`src/rtl/decode_ctrl_pipe_if.sv`:
```
// Decode-to-execute control bus: decode-side inputs, hazard controls and
// the registered E-stage control bundle.
interface decode_ctrl_pipe_if #(
  parameter int D_WIDTH    = 32,
  parameter int ALU_CTRL_W = 4
);
  logic [D_WIDTH-1:0]    instr_d;
  logic                  valid_d;
  logic                  stall_i;
  logic                  flush_i;
  logic [1:0]            result_src_e;
  logic                  mem_write_e;
  logic [ALU_CTRL_W-1:0] alu_control_e;
  logic                  alu_src_e;
  logic [2:0]            imm_src_e;
  logic                  reg_write_e;
  logic                  jump_e;
  logic                  branch_e;
  logic                  jalr_e;
  logic                  valid_e;
  logic                  illegal_e;
  logic                  mul_busy_o;

  modport master (
    output instr_d, valid_d, stall_i, flush_i,
    input  result_src_e, mem_write_e, alu_control_e, alu_src_e, imm_src_e,
           reg_write_e, jump_e, branch_e, jalr_e, valid_e, illegal_e, mul_busy_o
  );

  modport slave (
    input  instr_d, valid_d, stall_i, flush_i,
    output result_src_e, mem_write_e, alu_control_e, alu_src_e, imm_src_e,
           reg_write_e, jump_e, branch_e, jalr_e, valid_e, illegal_e, mul_busy_o
  );
endinterface

```
`src/rtl/decode_ctrl_pipe.sv`:
```
// RV32I (+ optional MUL) decode-stage control unit with the D/E control
// register, stall/flush handling and a multi-cycle MUL sequencer.
module decode_ctrl_pipe #(
  parameter int D_WIDTH    = 32,
  parameter int ALU_CTRL_W = 4,
  parameter int M_EXT      = 1,
  parameter int MUL_CYCLES = 3
) (
  input logic              clk,
  input logic              rst_n,
  decode_ctrl_pipe_if.slave bus
);

  localparam int CNT_W = 5;

  localparam logic [ALU_CTRL_W-1:0] A_ADD   = ALU_CTRL_W'(0);
  localparam logic [ALU_CTRL_W-1:0] A_SUB   = ALU_CTRL_W'(1);
  localparam logic [ALU_CTRL_W-1:0] A_AND   = ALU_CTRL_W'(2);
  localparam logic [ALU_CTRL_W-1:0] A_OR    = ALU_CTRL_W'(3);
  localparam logic [ALU_CTRL_W-1:0] A_XOR   = ALU_CTRL_W'(4);
  localparam logic [ALU_CTRL_W-1:0] A_SLT   = ALU_CTRL_W'(5);
  localparam logic [ALU_CTRL_W-1:0] A_SLTU  = ALU_CTRL_W'(6);
  localparam logic [ALU_CTRL_W-1:0] A_SLL   = ALU_CTRL_W'(7);
  localparam logic [ALU_CTRL_W-1:0] A_SRL   = ALU_CTRL_W'(8);
  localparam logic [ALU_CTRL_W-1:0] A_SRA   = ALU_CTRL_W'(9);
  localparam logic [ALU_CTRL_W-1:0] A_PASSB = ALU_CTRL_W'(10);
  localparam logic [ALU_CTRL_W-1:0] A_MUL   = ALU_CTRL_W'(11);

  typedef struct packed {
    logic [1:0]            result_src;
    logic                  mem_write;
    logic [ALU_CTRL_W-1:0] alu_control;
    logic                  alu_src;
    logic [2:0]            imm_src;
    logic                  reg_write;
    logic                  jump;
    logic                  branch;
    logic                  jalr;
    logic                  illegal;
  } ctrl_t;

  typedef enum logic {IDLE, BUSY} state_t;

  logic [D_WIDTH-1:0] instr_w;
  logic [31:0]        instr;
  logic [6:0]         opcode;
  logic [2:0]         funct3;
  logic [6:0]         funct7;
  logic               unused_fields;

  ctrl_t              dec;
  logic               dec_is_mul;

  ctrl_t              ctrl_p1;
  logic               vld_p1;
  state_t             state;
  logic [CNT_W-1:0]   cnt;
  logic               mul_busy;

  assign instr_w       = bus.instr_d;
  assign instr         = instr_w[31:0];
  assign opcode        = instr[6:0];
  assign funct3        = instr[14:12];
  assign funct7        = instr[31:25];
  assign unused_fields = ^instr[24:15] ^ ^instr[11:7];

  // Register-register / immediate ALU op selected by funct3 alone
  function automatic logic [ALU_CTRL_W-1:0] alu_from_f3(input logic [2:0] f3);
    case (f3)
      3'b000:  return A_ADD;
      3'b001:  return A_SLL;
      3'b010:  return A_SLT;
      3'b011:  return A_SLTU;
      3'b100:  return A_XOR;
      3'b101:  return A_SRL;
      3'b110:  return A_OR;
      default: return A_AND;
    endcase
  endfunction

  // ---- D stage: combinational decode of the instruction in decode ----
  always_comb begin
    logic bad;
    dec        = '0;
    dec_is_mul = 1'b0;
    bad        = 1'b0;
    case (opcode)
      7'b0110011: begin
        dec.reg_write = 1'b1;
        case (funct7)
          7'b0000000: dec.alu_control = alu_from_f3(funct3);
          7'b0100000: begin
            if (funct3 == 3'b000)      dec.alu_control = A_SUB;
            else if (funct3 == 3'b101) dec.alu_control = A_SRA;
            else                       bad = 1'b1;
          end
          7'b0000001: begin
            if (M_EXT != 0 && funct3 == 3'b000) begin
              dec.alu_control = A_MUL;
              dec_is_mul      = 1'b1;
            end else begin
              bad = 1'b1;
            end
          end
          default: bad = 1'b1;
        endcase
      end
      7'b0010011: begin
        dec.reg_write = 1'b1;
        dec.alu_src   = 1'b1;
        if (funct3 == 3'b001) begin
          dec.alu_control = A_SLL;
          bad             = (funct7 != 7'b0000000);
        end else if (funct3 == 3'b101) begin
          if (funct7 == 7'b0000000)      dec.alu_control = A_SRL;
          else if (funct7 == 7'b0100000) dec.alu_control = A_SRA;
          else                           bad = 1'b1;
        end else begin
          // funct7 here is immediate data, so ADDI never turns into SUB
          dec.alu_control = alu_from_f3(funct3);
        end
      end
      7'b0000011: begin
        dec.reg_write  = 1'b1;
        dec.alu_src    = 1'b1;
        dec.result_src = 2'b01;
        bad            = (funct3 == 3'b011) || (funct3 == 3'b110) || (funct3 == 3'b111);
      end
      7'b0100011: begin
        dec.mem_write = 1'b1;
        dec.alu_src   = 1'b1;
        dec.imm_src   = 3'b001;
        bad           = (funct3 > 3'b010);
      end
      7'b1100011: begin
        dec.branch      = 1'b1;
        dec.alu_control = A_SUB;
        dec.imm_src     = 3'b010;
        bad             = (funct3 == 3'b010) || (funct3 == 3'b011);
      end
      7'b0110111: begin
        dec.reg_write   = 1'b1;
        dec.alu_src     = 1'b1;
        dec.imm_src     = 3'b011;
        dec.alu_control = A_PASSB;
      end
      7'b0010111: begin
        dec.reg_write = 1'b1;
        dec.alu_src   = 1'b1;
        dec.imm_src   = 3'b011;
      end
      7'b1101111: begin
        dec.reg_write  = 1'b1;
        dec.jump       = 1'b1;
        dec.result_src = 2'b10;
        dec.imm_src    = 3'b100;
      end
      7'b1100111: begin
        dec.reg_write  = 1'b1;
        dec.jump       = 1'b1;
        dec.jalr       = 1'b1;
        dec.alu_src    = 1'b1;
        dec.result_src = 2'b10;
        bad            = (funct3 != 3'b000);
      end
      default: bad = 1'b1;
    endcase
    // Illegal instructions carry only the flag so nothing is written back
    if (bad) begin
      dec         = '0;
      dec.illegal = 1'b1;
      dec_is_mul  = 1'b0;
    end
  end

  // ---- D/E boundary: control register, hazard priority and MUL sequencer ----
  always_ff @(posedge clk) begin
    if (!rst_n) begin
      ctrl_p1  <= '0;
      vld_p1   <= 1'b0;
      state    <= IDLE;
      cnt      <= '0;
      mul_busy <= 1'b0;
    end else if (bus.flush_i) begin
      ctrl_p1  <= '0;
      vld_p1   <= 1'b0;
      state    <= IDLE;
      cnt      <= '0;
      mul_busy <= 1'b0;
    end else if (state == BUSY) begin
      // MUL stays in E; the count keeps running even under an external stall
      cnt <= cnt - CNT_W'(1);
      if (cnt == CNT_W'(1)) begin
        state    <= IDLE;
        mul_busy <= 1'b0;
      end
    end else if (!bus.stall_i) begin
      if (bus.valid_d) begin
        ctrl_p1 <= dec;
        vld_p1  <= 1'b1;
        if (dec_is_mul && MUL_CYCLES > 1) begin
          state    <= BUSY;
          cnt      <= CNT_W'(MUL_CYCLES - 1);
          mul_busy <= 1'b1;
        end
      end else begin
        ctrl_p1 <= '0;
        vld_p1  <= 1'b0;
      end
    end
  end

  assign bus.result_src_e  = ctrl_p1.result_src;
  assign bus.mem_write_e   = ctrl_p1.mem_write;
  assign bus.alu_control_e = ctrl_p1.alu_control;
  assign bus.alu_src_e     = ctrl_p1.alu_src;
  assign bus.imm_src_e     = ctrl_p1.imm_src;
  assign bus.reg_write_e   = ctrl_p1.reg_write;
  assign bus.jump_e        = ctrl_p1.jump;
  assign bus.branch_e      = ctrl_p1.branch;
  assign bus.jalr_e        = ctrl_p1.jalr;
  assign bus.illegal_e     = ctrl_p1.illegal;
  assign bus.valid_e       = vld_p1;
  assign bus.mul_busy_o    = mul_busy;

endmodule

```
`src/flat_wrapper.sv`:
```
// flat-port wrapper written by rule: the top's interface ports become plain ports
module decode_ctrl_pipe_flat 
#(
  parameter int D_WIDTH    = 32,
  parameter int ALU_CTRL_W = 4,
  parameter int M_EXT      = 1,
  parameter int MUL_CYCLES = 3
)
  (clk, rst_n, bus_instr_d, bus_valid_d, bus_stall_i, bus_flush_i, bus_result_src_e, bus_mem_write_e, bus_alu_control_e, bus_alu_src_e, bus_imm_src_e, bus_reg_write_e, bus_jump_e, bus_branch_e, bus_jalr_e, bus_valid_e, bus_illegal_e, bus_mul_busy_o);
  decode_ctrl_pipe_if #(.D_WIDTH(D_WIDTH), .ALU_CTRL_W(ALU_CTRL_W)) bus_i ();
  input logic clk;
  input logic rst_n;
  input wire logic [$bits(bus_i.instr_d)-1:0] bus_instr_d;
  input wire logic [$bits(bus_i.valid_d)-1:0] bus_valid_d;
  input wire logic [$bits(bus_i.stall_i)-1:0] bus_stall_i;
  input wire logic [$bits(bus_i.flush_i)-1:0] bus_flush_i;
  output wire logic [$bits(bus_i.result_src_e)-1:0] bus_result_src_e;
  output wire logic [$bits(bus_i.mem_write_e)-1:0] bus_mem_write_e;
  output wire logic [$bits(bus_i.alu_control_e)-1:0] bus_alu_control_e;
  output wire logic [$bits(bus_i.alu_src_e)-1:0] bus_alu_src_e;
  output wire logic [$bits(bus_i.imm_src_e)-1:0] bus_imm_src_e;
  output wire logic [$bits(bus_i.reg_write_e)-1:0] bus_reg_write_e;
  output wire logic [$bits(bus_i.jump_e)-1:0] bus_jump_e;
  output wire logic [$bits(bus_i.branch_e)-1:0] bus_branch_e;
  output wire logic [$bits(bus_i.jalr_e)-1:0] bus_jalr_e;
  output wire logic [$bits(bus_i.valid_e)-1:0] bus_valid_e;
  output wire logic [$bits(bus_i.illegal_e)-1:0] bus_illegal_e;
  output wire logic [$bits(bus_i.mul_busy_o)-1:0] bus_mul_busy_o;
  assign bus_i.instr_d = bus_instr_d;
  assign bus_i.valid_d = bus_valid_d;
  assign bus_i.stall_i = bus_stall_i;
  assign bus_i.flush_i = bus_flush_i;
  assign bus_result_src_e = bus_i.result_src_e;
  assign bus_mem_write_e = bus_i.mem_write_e;
  assign bus_alu_control_e = bus_i.alu_control_e;
  assign bus_alu_src_e = bus_i.alu_src_e;
  assign bus_imm_src_e = bus_i.imm_src_e;
  assign bus_reg_write_e = bus_i.reg_write_e;
  assign bus_jump_e = bus_i.jump_e;
  assign bus_branch_e = bus_i.branch_e;
  assign bus_jalr_e = bus_i.jalr_e;
  assign bus_valid_e = bus_i.valid_e;
  assign bus_illegal_e = bus_i.illegal_e;
  assign bus_mul_busy_o = bus_i.mul_busy_o;
  decode_ctrl_pipe #(.D_WIDTH(D_WIDTH), .ALU_CTRL_W(ALU_CTRL_W), .M_EXT(M_EXT), .MUL_CYCLES(MUL_CYCLES)) u_core (.clk(clk), .rst_n(rst_n), .bus(bus_i));
endmodule
```
`config.mk`:
```
export PLATFORM = sky130hd
export DESIGN_NAME = decode_ctrl_pipe_flat
export DESIGN_NICKNAME = d
export VERILOG_FILES = /design/src/rtl/decode_ctrl_pipe_if.sv /design/src/rtl/decode_ctrl_pipe.sv /design/src/flat_wrapper.sv
export SDC_FILE = /design/constraint.sdc
export NUM_CORES = 1
export LEC_CHECK = 0
export CAP_MARGIN = 10
export CORE_AREA = 2 2 53 60
export DETAILED_ROUTE_END_ITERATION = 16
export DIE_AREA = 0 0 55 62
export DONT_BUFFER_PORTS = 1
export PLACE_DENSITY_LB_ADDON = 0.05
export SYNTH_ARGS = -nofsm -noshare
export SYNTH_HDL_FRONTEND = slang
export SYNTH_SLANG_ARGS = --single-unit
```
`constraint.sdc`:
```
create_clock -name clk -period 1.7 [get_ports clk]
set_input_delay 0.17 -clock clk [delete_from_list [all_inputs] [get_ports clk]]
set_output_delay 0.17 -clock clk [all_outputs]
set_load 0.01 [all_outputs]
```
==> impl_metrics.py <==
metrics = {
    "synthesis": {
        "yosys_warnings": 0,
        "synth_edf_count": 0,
        "synth_area_leaders": "dfxtp_1, nand2_1, o21ai_1, nor2_1, a21oi_1",
        "async_reset_ff_share_pct": 0,
        "syn_area_per_cell_um2": 7.88,
        "syn_area_um2": 1500,
        "synth_cell_types": 51,
        "ys_ff_latch": 24,
        "yosysMostFrequentCell": "nand2_1",
        "synthTopCellsByCount": "nand2_1, dfxtp_1, nor2_1",
        "syn-num-nets": 229,
        "synth_top_area_cell": "dfxtp_1",
        "synth_top_area_share_pct": 32.1,
        "ys_seq_area_share_pct": 32.1,
        "ys.flop_type": "dfxtp_1",
        "netlist_instances": 190,
    },
    "setup_path": {
        "crit_start": "u_core.state$_SDFF_PP0_",
        "critPathKind": "flop to flop",
        "critPathArrivalTime_ns": 1.87,
        "crit_required_ns": 1.95,
        "worstSetupEndpointType": "flop",
        "start_kind": "flop",
        "reg2reg_from": "u_core.state$_SDFF_PP0_",
        "cp_max_fo": 7,
    },
    "place": {
        "dpl.hpwl_mm": 2.79,
        "placed_area_um2": 1560,
        "dpl.cell_count": 223,
        "portBuffers": 0,
        "gp_congestion": 0.866,
    },
    "sta": {
        "hold_violations": 0,
        "setup_viol": 0,
        "period_needed_ns": 1.62,
        "worst_pin_slew_ns": 0.430,
        "finalSetupTns_ns": 0,
        "fin_skew_ns": 0.000681,
        "rsz0062_at_grt": "no",
        "maxSlewViolCount": 0,
        "fmax_mhz": 617,
        "relSlewSlack_pct": 71.1,
        "min_period_over_period_pct": 95.3,
    },
    "job": {
        "maxCapViolations": 0,
    },
    "clocking": {
        "root_buffer": "clkbuf_4",
        "cts_max_level": 1,
        "cts_tree": "built",
        "clock_path_buffers": 2,
        "cts.sinks": 24,
        "numCtsBuffers": 3,
        "insertion_delay_ns": 0.31,
        "path_clk_slew_ns": 0.13,
    },
    "worst_hold_path": {
        "min_from": "bus_instr_d[5]",
        "hold_path_class": "input pin to flop",
    },
    "floorplanning": {
        "core_area_um2": 2890,
        "ios": 55,
        "start_util_pct": 51.8,
        "die_area_um2": 3410,
        "rows": 21,
        "dieWidth_um": 55,
        "die_h_um": 62,
    },
    "detailed_routing": {
        "drtPass1Iterations": 4,
        "wirelength_mm": 3.52,
        "drtAntennaViolNets": 0,
        "drc": 0,
        "vias_per_cell": 6.05,
        "vias": 1397,
        "avgRoutedWirePerCell_um": 15.2,
        "drt_iter0_markers": 41,
    },
    "finish": {
        "nets": 237,
        "layout-drive-gt1-share_pct": 13.2,
        "fin_util_pct": 57.1,
        "area_growth_pct": 10.3,
        "layout.cells.non_filler": 231,
        "stdcell_area_um2": 1650,
        "fill_cells": 302,
        "num_antenna_cells": 0,
    },
    "power": {
        "irDropWorstVdd_v": 0.000704,
        "powerDensity_nw_per_um2": 654,
        "p_leak_nw": 0.508,
    },
    "global_routing": {
        "met3_usage_pct": 3.35,
        "met2_usage_pct": 34.9,
        "grt_pass1_wl_mm": 5.34,
        "grt_use_met1_pct": 28.4,
        "grt_overflow": 0,
        "busiest_layer": "met2",
        "grt_max_degree": 17,
        "antenna_found_initial": 0,
        "grt_pass1_vias": 1219,
        "grt_usage_pct": 21.6,
    },
    "run_status": {
        "status": "finished, final reports clean",
    },
}
## routing by layer
layer / wire length [µm] / part of all wire [%] / vias to the layer above
met4: 61 / 1.7 / 0
met5: 0 / 0 / -
met3: 161 / 4.6 / 6
met2: 1670 / 48 / 37
li1: - / - / 709
met1: 1620 / 46 / 645
## per-stage QoR
step	hold WS, ns	power, mW	setup WS (ns)
2_1_floorplan	0.310	0.674	0.0841
3_3_place_gp	0.325	0.675	0.0108
3_5_place_dp	0.332	0.677	-0.0574
4_1_cts	0.0136	1.09	0.0758
5_1_grt	0.0110	1.12	0.0119
6_report	0.0249	1.08	0.0805
## repair_timing
action	in CTS	in global routing
gates resized for setup	0	0
endpoints found under the setup margin	0	9
endpoints found under the hold margin	2	1
setup buffers	0	1
hold buffers	2	1
## kinds of logic after synthesis
| kind of cell | count (synthesis) | synth area share (%) |
|---|---|---|
| AO/OA/AOI/OAI | 50 | 23.6 |
| XOR/XNOR | 2 | 1.17 |
| adder cells (fa/ha/maj) | 2 | 1.67 |
| buffers and inverters | 15 | 4.35 |
| flip-flops | 24 | 32.1 |
| multiplexers | 1 | 0.669 |
| AND/OR/NAND/NOR | 96 | 36.5 |
## sequential cells by signal, indices dropped and copies added, names as in the netlist, 2 cells and up
signal / count
u_core.bus.imm_src_e: 3
u_core.cnt: 5
u_core.bus.result_src_e: 2
u_core.bus.alu_control_e: 4
## where the power goes
group          switching (mW)  internal, mW  total [mW]  leakage (nW)
clock                   0.170         0.238       0.408        0.0279
sequential            0.00180         0.564       0.566         0.193
combinational          0.0533        0.0525       0.106         0.286
## worst max-delay path, cell delays in order (launching register included)
cell and delay (ns):
dfxtp_1 0.49, inv_1 0.15, or4b_1 0.50, or2_2 0.29
a21oi_1 0.14
## final timing paths
kind / cells after the start / end / slack, ns
worst max-delay path: 4 / u_core.cnt[4]$_SDFFE_PP0P_ / 0.08
worst min-delay path: 2 / u_core.bus.alu_control_e[3]$_SDFFE_PP0P_ / 0.02
worst max register to register: 4 / u_core.cnt[4]$_SDFFE_PP0P_ / 0.08
worst min register to register: 2 / u_core.bus.jump_e$_SDFFE_PP0P_ / 0.50
## layout by cell type, fill, tap and decap left out, types with 2 or more instances in the layout
cell / Yosys / final
a311oi_1: 2 / 2
dfxtp_1: 24 / 24
nand3_1: 5 / 5
buf_4: 1 / 10
a211oi_1: 2 / 2
and3b_1: 2 / 2
dlygate4sd3_1: 0 / 3
or3_1: 2 / 2
nand4_1: 5 / 5
or2_2: 4 / 4
o21ai_1: 12 / 12
clkbuf_4: 0 / 3
nor3b_1: 2 / 2
nor2_1: 16 / 16
and2_1: 2 / 2
nand2b_1: 6 / 6
a31oi_1: 3 / 3
nor4bb_1: 2 / 2
nor3_1: 6 / 6
inv_1: 5 / 5
nor4b_1: 3 / 3
xnor2_1: 2 / 2
nand3b_1: 3 / 3
o21ai_0: 8 / 8
ha_1: 2 / 2
a21oi_1: 11 / 11
nand2_1: 27 / 27
## final cells by class
| cell class | count | area, µm² | share of cell area, % |
|---|---|---|---|
| Sequential cell | 24 | 480 | 29.1 |
| Clock inverter | 1 | 30.0 | 1.82 |
| Clock buffer | 3 | 22.5 | 1.36 |
| Multi-Input combinational cell | 151 | 951 | 57.6 |
| Tap cell | 34 | 42.5 | 2.58 |
| Inverter | 5 | 18.8 | 1.14 |
| Timing Repair Buffer | 13 | 105 | 6.37 |
No activity file was read; power rests on OpenSTA's default activity.
